<file path="src/rtl/seg7_scan_if.sv">
// Bus between a host and the 7-segment scan controller: value loading in,
// shared-decoder nibble and anode enables out.
interface seg7_scan_if #(
  parameter int NUM_DIGITS = 4
);
  // load is a single-cycle strobe with no ready: the controller accepts it
  // on every edge it is high, and a later strobe simply replaces the value.
  logic                    load;
  logic [4*NUM_DIGITS-1:0] value_in;
  logic                    lz_en;
  logic [3:0]              bcd;
  logic [NUM_DIGITS-1:0]   an;
  logic                    upd_pending;
  logic                    frame_done;

  modport master (
    output load, value_in, lz_en,
    input  bcd, an, upd_pending, frame_done
  );

  modport slave (
    input  load, value_in, lz_en,
    output bcd, an, upd_pending, frame_done
  );
endinterface

</file>
<file path="src/rtl/seg7_scan_ctrl.sv">
// Time-multiplexed scan of NUM_DIGITS common-anode digits through one shared
// BCD decoder, with a blanking gap per digit and frame-aligned value updates.
module seg7_scan_ctrl #(
  parameter int NUM_DIGITS   = 4,
  parameter int TICK_DIV     = 50000,
  parameter int BLANK_CYCLES = 500
) (
  input  logic       clk,
  input  logic       rst,
  seg7_scan_if.slave bus,
  output logic       state_dbg
);
  localparam int CMAX = (TICK_DIV > BLANK_CYCLES) ? TICK_DIV : BLANK_CYCLES;
  localparam int CW   = $clog2(CMAX + 1);
  localparam int IW   = $clog2(NUM_DIGITS);
  localparam int VW   = 4 * NUM_DIGITS;

  localparam logic [CW-1:0] BLANK_LAST = CW'(BLANK_CYCLES - 1);
  localparam logic [CW-1:0] TICK_LAST  = CW'(TICK_DIV - 1);
  localparam logic [IW-1:0] IDX_LAST   = IW'(NUM_DIGITS - 1);

  typedef enum logic {BLANK = 1'b0, SHOW = 1'b1} state_t;

  state_t          state, nx_state;
  logic [CW-1:0]   cnt, nx_cnt;
  logic [IW-1:0]   idx, nx_idx;
  logic [VW-1:0]   disp, nx_disp;
  logic [VW-1:0]   pend, nx_pend;
  logic            upd, nx_upd;
  logic            boundary;
  logic            nonzero_above;
  logic            suppress;
  logic [NUM_DIGITS-1:0] nx_an;
  logic [3:0]      nx_bcd;

  assign state_dbg = state;

  always_comb begin
    nx_state = state;
    nx_cnt   = cnt + 1'b1;
    nx_idx   = idx;
    nx_disp  = disp;
    nx_pend  = pend;
    nx_upd   = upd;
    boundary = 1'b0;
    if (bus.load) begin
      nx_pend = bus.value_in;
      nx_upd  = 1'b1;
    end
    case (state)
      BLANK: begin
        if (cnt == BLANK_LAST) begin
          nx_state = SHOW;
          nx_cnt   = '0;
        end
      end
      SHOW: begin
        if (cnt == TICK_LAST) begin
          nx_state = BLANK;
          nx_cnt   = '0;
          if (idx == IDX_LAST) begin
            nx_idx   = '0;
            boundary = 1'b1;
          end else begin
            nx_idx = idx + 1'b1;
          end
        end
      end
      default: nx_state = BLANK;
    endcase
    // A strobe landing on the boundary edge bypasses pend so it is not delayed a frame.
    if (boundary) begin
      if (bus.load) begin
        nx_disp = bus.value_in;
        nx_upd  = 1'b0;
      end else if (upd) begin
        nx_disp = pend;
        nx_upd  = 1'b0;
      end
    end
  end

  // Outputs are decoded from the next-state values so they register on the same edge.
  always_comb begin
    nonzero_above = 1'b0;
    for (int k = 0; k < NUM_DIGITS; k++) begin
      if (IW'(k) >= nx_idx && nx_disp[4*k +: 4] != 4'h0) nonzero_above = 1'b1;
    end
    suppress = bus.lz_en && (nx_idx != '0) && !nonzero_above;
    nx_an    = '1;
    nx_bcd   = 4'hF;
    if (nx_state == SHOW) begin
      nx_an[nx_idx] = 1'b0;
      if (!suppress) nx_bcd = nx_disp[4*nx_idx +: 4];
    end
  end

  always_ff @(posedge clk) begin
    if (rst) begin
      state           <= BLANK;
      cnt             <= '0;
      idx             <= '0;
      disp            <= '0;
      pend            <= '0;
      upd             <= 1'b0;
      bus.an          <= '1;
      bus.bcd         <= 4'hF;
      bus.upd_pending <= 1'b0;
      bus.frame_done  <= 1'b0;
    end else begin
      state           <= nx_state;
      cnt             <= nx_cnt;
      idx             <= nx_idx;
      disp            <= nx_disp;
      pend            <= nx_pend;
      upd             <= nx_upd;
      bus.an          <= nx_an;
      bus.bcd         <= nx_bcd;
      bus.upd_pending <= nx_upd;
      bus.frame_done  <= boundary;
    end
  end
endmodule
</file>
<file path="src/flat_wrapper.sv">
// flat-port wrapper written by rule: the top's interface ports become plain ports
module seg7_scan_ctrl_flat 
#(
  parameter int NUM_DIGITS   = 4,
  parameter int TICK_DIV     = 50000,
  parameter int BLANK_CYCLES = 500
)
  (clk, rst, state_dbg, bus_load, bus_value_in, bus_lz_en, bus_bcd, bus_an, bus_upd_pending, bus_frame_done);
  seg7_scan_if #(.NUM_DIGITS(NUM_DIGITS)) bus_i ();
  input  logic clk;
  input  logic rst;
  output logic state_dbg;
  input wire logic [$bits(bus_i.load)-1:0] bus_load;
  input wire logic [$bits(bus_i.value_in)-1:0] bus_value_in;
  input wire logic [$bits(bus_i.lz_en)-1:0] bus_lz_en;
  output wire logic [$bits(bus_i.bcd)-1:0] bus_bcd;
  output wire logic [$bits(bus_i.an)-1:0] bus_an;
  output wire logic [$bits(bus_i.upd_pending)-1:0] bus_upd_pending;
  output wire logic [$bits(bus_i.frame_done)-1:0] bus_frame_done;
  assign bus_i.load = bus_load;
  assign bus_i.value_in = bus_value_in;
  assign bus_i.lz_en = bus_lz_en;
  assign bus_bcd = bus_i.bcd;
  assign bus_an = bus_i.an;
  assign bus_upd_pending = bus_i.upd_pending;
  assign bus_frame_done = bus_i.frame_done;
  seg7_scan_ctrl #(.NUM_DIGITS(NUM_DIGITS), .TICK_DIV(TICK_DIV), .BLANK_CYCLES(BLANK_CYCLES)) u_core (.clk(clk), .rst(rst), .bus(bus_i), .state_dbg(state_dbg));
endmodule
</file>
<file path="config.mk">
export PLATFORM = sky130hd
export DESIGN_NAME = seg7_scan_ctrl_flat
export DESIGN_NICKNAME = d
export VERILOG_FILES = /design/src/rtl/seg7_scan_if.sv /design/src/rtl/seg7_scan_ctrl.sv /design/src/flat_wrapper.sv
export SDC_FILE = /design/constraint.sdc
export NUM_CORES = 1
export LEC_CHECK = 0
export CORE_MARGIN = 2
export CORE_UTILIZATION = 50
export DETAILED_ROUTE_END_ITERATION = 8
export PLACE_DENSITY_LB_ADDON = 0.15
export SYNTH_ARGS = -nofsm -noshare
export SYNTH_HDL_FRONTEND = slang
export SYNTH_SLANG_ARGS = --single-unit
</file>
<file path="constraint.sdc">
create_clock -name clk -period 2.81 [get_ports clk]
set_input_delay 0.843 -clock clk [delete_from_list [all_inputs] [get_ports clk]]
set_output_delay 0.843 -clock clk [all_outputs]
set_load 0.02 [all_outputs]
</file>
Yosys cells after proc, flatten, opt, wreduce, memory -nomap -nowiden
Index checks and enable logic that the tools add are counted.
W data, S select, Z words.
Storage, ports and cells
  bits in registers: 61
  input port bits: 20
  output and inout port bits: 11
  logic and storage cells: 64
Operators by class
  $add $sub $neg: 2
  order comparisons: 6
  equality and inequality tests: 3
  shift operators: 1
  multiplexer cells: 25
  bitwise logic cells: 3
  reduce and logical (&&, ||, !) cells: 15
Operators with widths (count)
  $mux W16: 5
  $pmux W16 S2: 1
  $add A16 B1 Y16 const B: 1
  $eq A16 B16 Y1 const B: 1
  $eq A16 B9 Y1 const B: 1
  $reduce_bool A4 Y1: 4
  $shiftx A16 B5 Y4: 1
  $mux W1: 14
  $logic_and A1 B1 Y1: 7
  $mux W2: 3
  $ge A1 B2 Y1 const A: 2
  $ge A2 B2 Y1 const A: 2
  $not A4 Y4: 1
  $lt A2 B3 Y1 const B: 1
  $reduce_or A3 Y1: 1
  $add A2 B1 Y2 const B: 1
  $demux W1 S2: 1
  $eq A2 B2 Y1 const B: 1
  $ge A2 B1 Y1 const B: 1
  $not A1 Y1: 2
  $pmux W1 S2: 1
  $reduce_bool A2 Y1: 1
  $reduce_or A2 Y1: 1
  $logic_not A1 Y1: 1

Longest topological paths before layout
Gate-level depths: netlist of the first run.
  word-level depth: 14
  gate-level depth with buffers: 11
  mapped depth without buffers: 9

Least setup slack after synthesis of the first run
OpenSTA, ideal clock, no wires.
  path type: register to register
  start point: reg u_core.cnt[11]
  end point: reg u_core.bus.bcd[1]
  setup time: 127 ps
  arrival time: 2551 ps
  required time: 2683 ps
  setup slack: 132 ps
  stages on the path, launching flop included: 11
  buffers on the path: 2
  clock period less this slack: 2678 ps
  cell sequence: dfxtp_1 > or4_4 > buf_6 > nor3_4 > and3_4 > buf_6 > nor2_2 > o311ai_2 > o21ai_1 > and4_4 > or3_1
Between the ends
  word-level cells in the longest chain between the ends: 13
  elaborated cells between the ends (all ways): 33
  classes of those cells: order compare (4); eq/ne (2); shift (1); mux (12); bitwise (1); reduce/logical (13)
RTL lines
  start: declaration: line seg7_scan_ctrl.sv:25  | logic [CW-1:0] cnt, nx_cnt;
  start signal: assignment: line seg7_scan_ctrl.sv:112  | cnt <= nx_cnt;
  $eq A16 B16 Y1: line seg7_scan_ctrl.sv:58  | if (cnt == TICK_LAST) begin
  $mux W1: line seg7_scan_ctrl.sv:58
  $mux W1: line seg7_scan_ctrl.sv:50  | case (state)
  $mux W16: line seg7_scan_ctrl.sv:72  | if (boundary) begin
  $reduce_bool A4 Y1: line seg7_scan_ctrl.sv:87  | if (IW'(k) >= nx_idx && nx_disp[4*k +: 4] != 4'h0) nonzero_above = 1'b1;
  $logic_and A1 B1 Y1: line seg7_scan_ctrl.sv:87
  $mux W1 (4 in a row): line seg7_scan_ctrl.sv:87
  $logic_not A1 Y1: line seg7_scan_ctrl.sv:89  | suppress = bus.lz_en && (nx_idx != '0) && !nonzero_above;
  $logic_and A1 B1 Y1: line seg7_scan_ctrl.sv:89
  $reduce_or A3 Y1 (no line)
  end signal: assignment: line seg7_scan_ctrl.sv:118  | bus.bcd <= nx_bcd;
  end: declaration: line seg7_scan_if.sv:23  | output bcd, an, upd_pending, frame_done
Parallel ways exist; a longest one is shown, timed or not.
A chain may end at the register's enable or synchronous reset.

Worst setup path after layout of the first run
  start point: reg u_core.cnt[11]
  end point: reg u_core.bus.bcd[0]
Same word-level chain as after synthesis.

==> results by group, run 1 <==
Status
  – Status: complete, no violations

Clock tree
  – Sink Count: 61
  – CTS H-tree lvls: 3
  – Max Root-Sink Buffers: 2
  – Clock-pin slew of the registers on the worst-case setup and hold paths: 70 ps
  – Root buffer cell: clkbuf_8
  – CTS Hold Buffers Added: 0
  – CTS tree: built
  – Worst skew pair latency: 350 ps
  – Total CTS buffers: 9

Run
  – Max-cap violations: 0

Power
  – Sw frac: 0.2422
  – Logic pwr share: 0.076
  – Leak Pwr: 1.406 nW
  – Pint: 1.314 mW
  – Net Switching: 0.4199 mW
  – Part of the power in registers: 0.516
  – Total power: 1.734 mW
  – Clock share of power: 0.408
  – Worst vdd ir: 354.2 uV
  – Pwr dens: 493.5 nW/um2

Synth
  – Number of enable flip-flop cells after synthesis: 0
  – Synthesized cell area: 2799 um2
  – Synth warnings: 0
  – Cells after synthesis: 325
  – Post-Syn Area per Cell: 8.612 um2
  – Largest cells by area after synthesis: dfxtp_1, nor2_1, mux2i_1
  – Predominant post-synthesis flop cell: dfxtp_1
  – Cell taking the most area after synthesis: dfxtp_1
  – Distinct cells, synth: 51
  – Synth Net Count: 347
  – Area share of the leading cell type in the synthesized netlist: 0.4363
  – Synth async-reset ratio: 0
  – #FFs+latches synth: 61
  – Register area share after synthesis: 0.4363

Detailed routing
  – Post-route ant nets: 0
  – Routed len/inst: 15.32 um
  – Drt initial violations: 167
  – Vias per cell: 5.592
  – Pre-antenna DRT Iters: 5
  – Vias: 2533
  – Routed wire length: 6941 um
  – DRC Markers: 0

Place
  – Dpl hpwl: 4839 um
  – Placer congestion estimate: 0.8412
  – DP Area: 3291 um2
  – Port-buffer cells: 30
  – Placed Instances: 432

Floorplan
  – Die area: 6213 um2
  – Die Ht: 78.82 um
  – Core area: 5473 um2
  – Die Wd: 78.82 um
  – Rows: 27
  – Starting density of the core: 0.5114
  – Io pins: 31

Cells and area
  – Commonest cells after routing, fill and taps aside: nor2_1, dfxtp_1, clkdlybuf4s50_1
  – Final Net Count: 398
  – N_diodes: 0
  – Area grow syn2layout: 25.53%
  – Commonest non-fill, non-tap cell in the layout: nor2_1
  – Post-route cell area: 3513 um2
  – Fraction of layout instances using a drive strength above 1: 0.1470
  – Final Non-Filler Cells: 453

Setup path
  – WS Path Type: flop to flop
  – Arrival time at the worst endpoint: 2920 ps
  – Required @ worst endpoint: 3040 ps
  – Worst Setup Start Kind: flop
  – CP Max Fanout: 9
  – Crit path buffers/inverters: 2
  – Family with the most delay on the worst path: simple AND/OR/NAND/NOR gates
  – CP most frequent cell: buf_4
  – Critical-path cell list: or4_4, nor3_4, buf_4, nand2_2, buf_4, mux2i_4, o21ai_1, and4_4, or3_1
  – CP Capture Type: flop
  – Critical Path Slowest Stage Cell: or4_4
  – Max stage delay on crit path: 570 ps

GRT
  – M1 GR Usage: 0.3288
  – GR Util All Layers: 0.2337
  – Largest net degree at the start of global routing: 37
  – GRT Max-Usage Layer: met2
  – Met3 usage: 0.07159
  – Global Route met2 Usage: 0.3376
  – Initial antenna violation count: 0
  – GR Overflow Total: 0
  – Global-route wire length before repair: 11180 um
  – Vias in the first global route: 2322

STA
  – Final Setup Violations: 0
  – Final Hold Fails: 0
  – Slew HR: 0.6111
  – Hold WS: 457.9 ps
  – Fin. max-slew vios: 0
  – Actual slew at the worst max-slew pin: 577.2 ps
  – Crit path time final: 2695 ps
  – Clock Skews: 9.083 ps
  – Max frequency: 371.1 MHz
  – Final Cycle Share: 0.9589

Hold path
  – Worst min path class: flop to flop
metrics by stage:
step                      TNS (ps)  setup slack (ps)  utilization
after floorplan                  0             132.2            -
after global placement      -263.1            -88.67       0.6013
after detailed placement    -541.8            -185.6       0.6013
after CTS                        0             24.86       0.6337
after global routing        -1.706            -1.706       0.6420
final                            0             115.5       0.6420
routing by layer:
metal / part of all wire / vias to the layer above
li1: - / 1260
met2: 0.43 / 80
met3: 0.060 / 14
met1: 0.49 / 1179
met5: 0 / -
met4: 0.018 / 0
area by class of cell:
class / count / area [um2]
fillers: 488 / 1959
multi-input cells: 244 / 1493
flip-flops and latches: 61 / 1221
repair buffers: 55 / 513.0
clock buffers: 12 / 155.1
well taps: 72 / 90.09
clock inverters: 4 / 22.52
inverters: 5 / 18.77
cell families after synthesis:
family,count (synthesis),synth area share
adder cells (fa/ha/maj),2,0.008939
flip-flops,61,0.4363
multiplexers,21,0.08180
AND/OR/NAND/NOR,166,0.2924
AO/OA/AOI/OAI,40,0.1010
buffers and inverters,21,0.03576
XOR/XNOR,14,0.04381
power groups by stage:
stage                     logic (mW)  clock network, mW  registers, mW
final                          0.132              0.707          0.895
after floorplan               0.0732                  0          0.912
after global routing           0.146              0.751          0.896
after CTS                      0.131              0.718          0.895
after global placement         0.130                  0          0.914
after detailed placement       0.131                  0          0.914
cell usage after synthesis, types with 3 or more instances:
master / instances
nand2_1: 13
nor3_1: 10
inv_1: 5
o221ai_1: 7
or3_1: 3
mux2i_1: 17
xnor2_1: 8
nor4_1: 15
o21ai_1: 3
clkbuf_1: 11
o21ai_0: 5
nand3_1: 6
and3_1: 9
xor2_1: 6
dfxtp_1: 61
nor3b_1: 4
a31oi_1: 5
a21oi_1: 8
o22a_1: 4
nor2_1: 87
worst paths after layout:
check                           slack [ps]      startpoint  cells after the start                end
worst max register to register         120  u_core.cnt[11]                      9  u_core.bus.bcd[0]
worst max-delay path                   120  u_core.cnt[11]                      9  u_core.bus.bcd[0]
worst min register to register         460   u_core.cnt[0]                      1      u_core.cnt[0]
worst min-delay path                   460   u_core.cnt[0]                      1      u_core.cnt[0]
flip-flops by register name (all words and copies together) (netlist names):
signal                  count
u_core.pend                16
u_core.cnt                 16
u_core.bus.frame_done       1
u_core.bus.an               4
u_core.idx                  2
u_core.bus.upd_pending      1
u_core.disp                16
u_core.state_dbg            1
u_core.bus.bcd              4
timing repair:
item | in CTS | in global routing
resized for setup | 0 | 2
setup buffers | 0 | 4
setup endpoints to repair | 0 | 4
Power figures use the tool's default switching activity.
==> inputs of run 2 (changes only) <==
- ABC_AREA: default -> 0
- SKIP_LAST_GASP: default -> 1
==> results of run 2 <==
The final DEF is identical to that of run 1; final timing and power are the same.
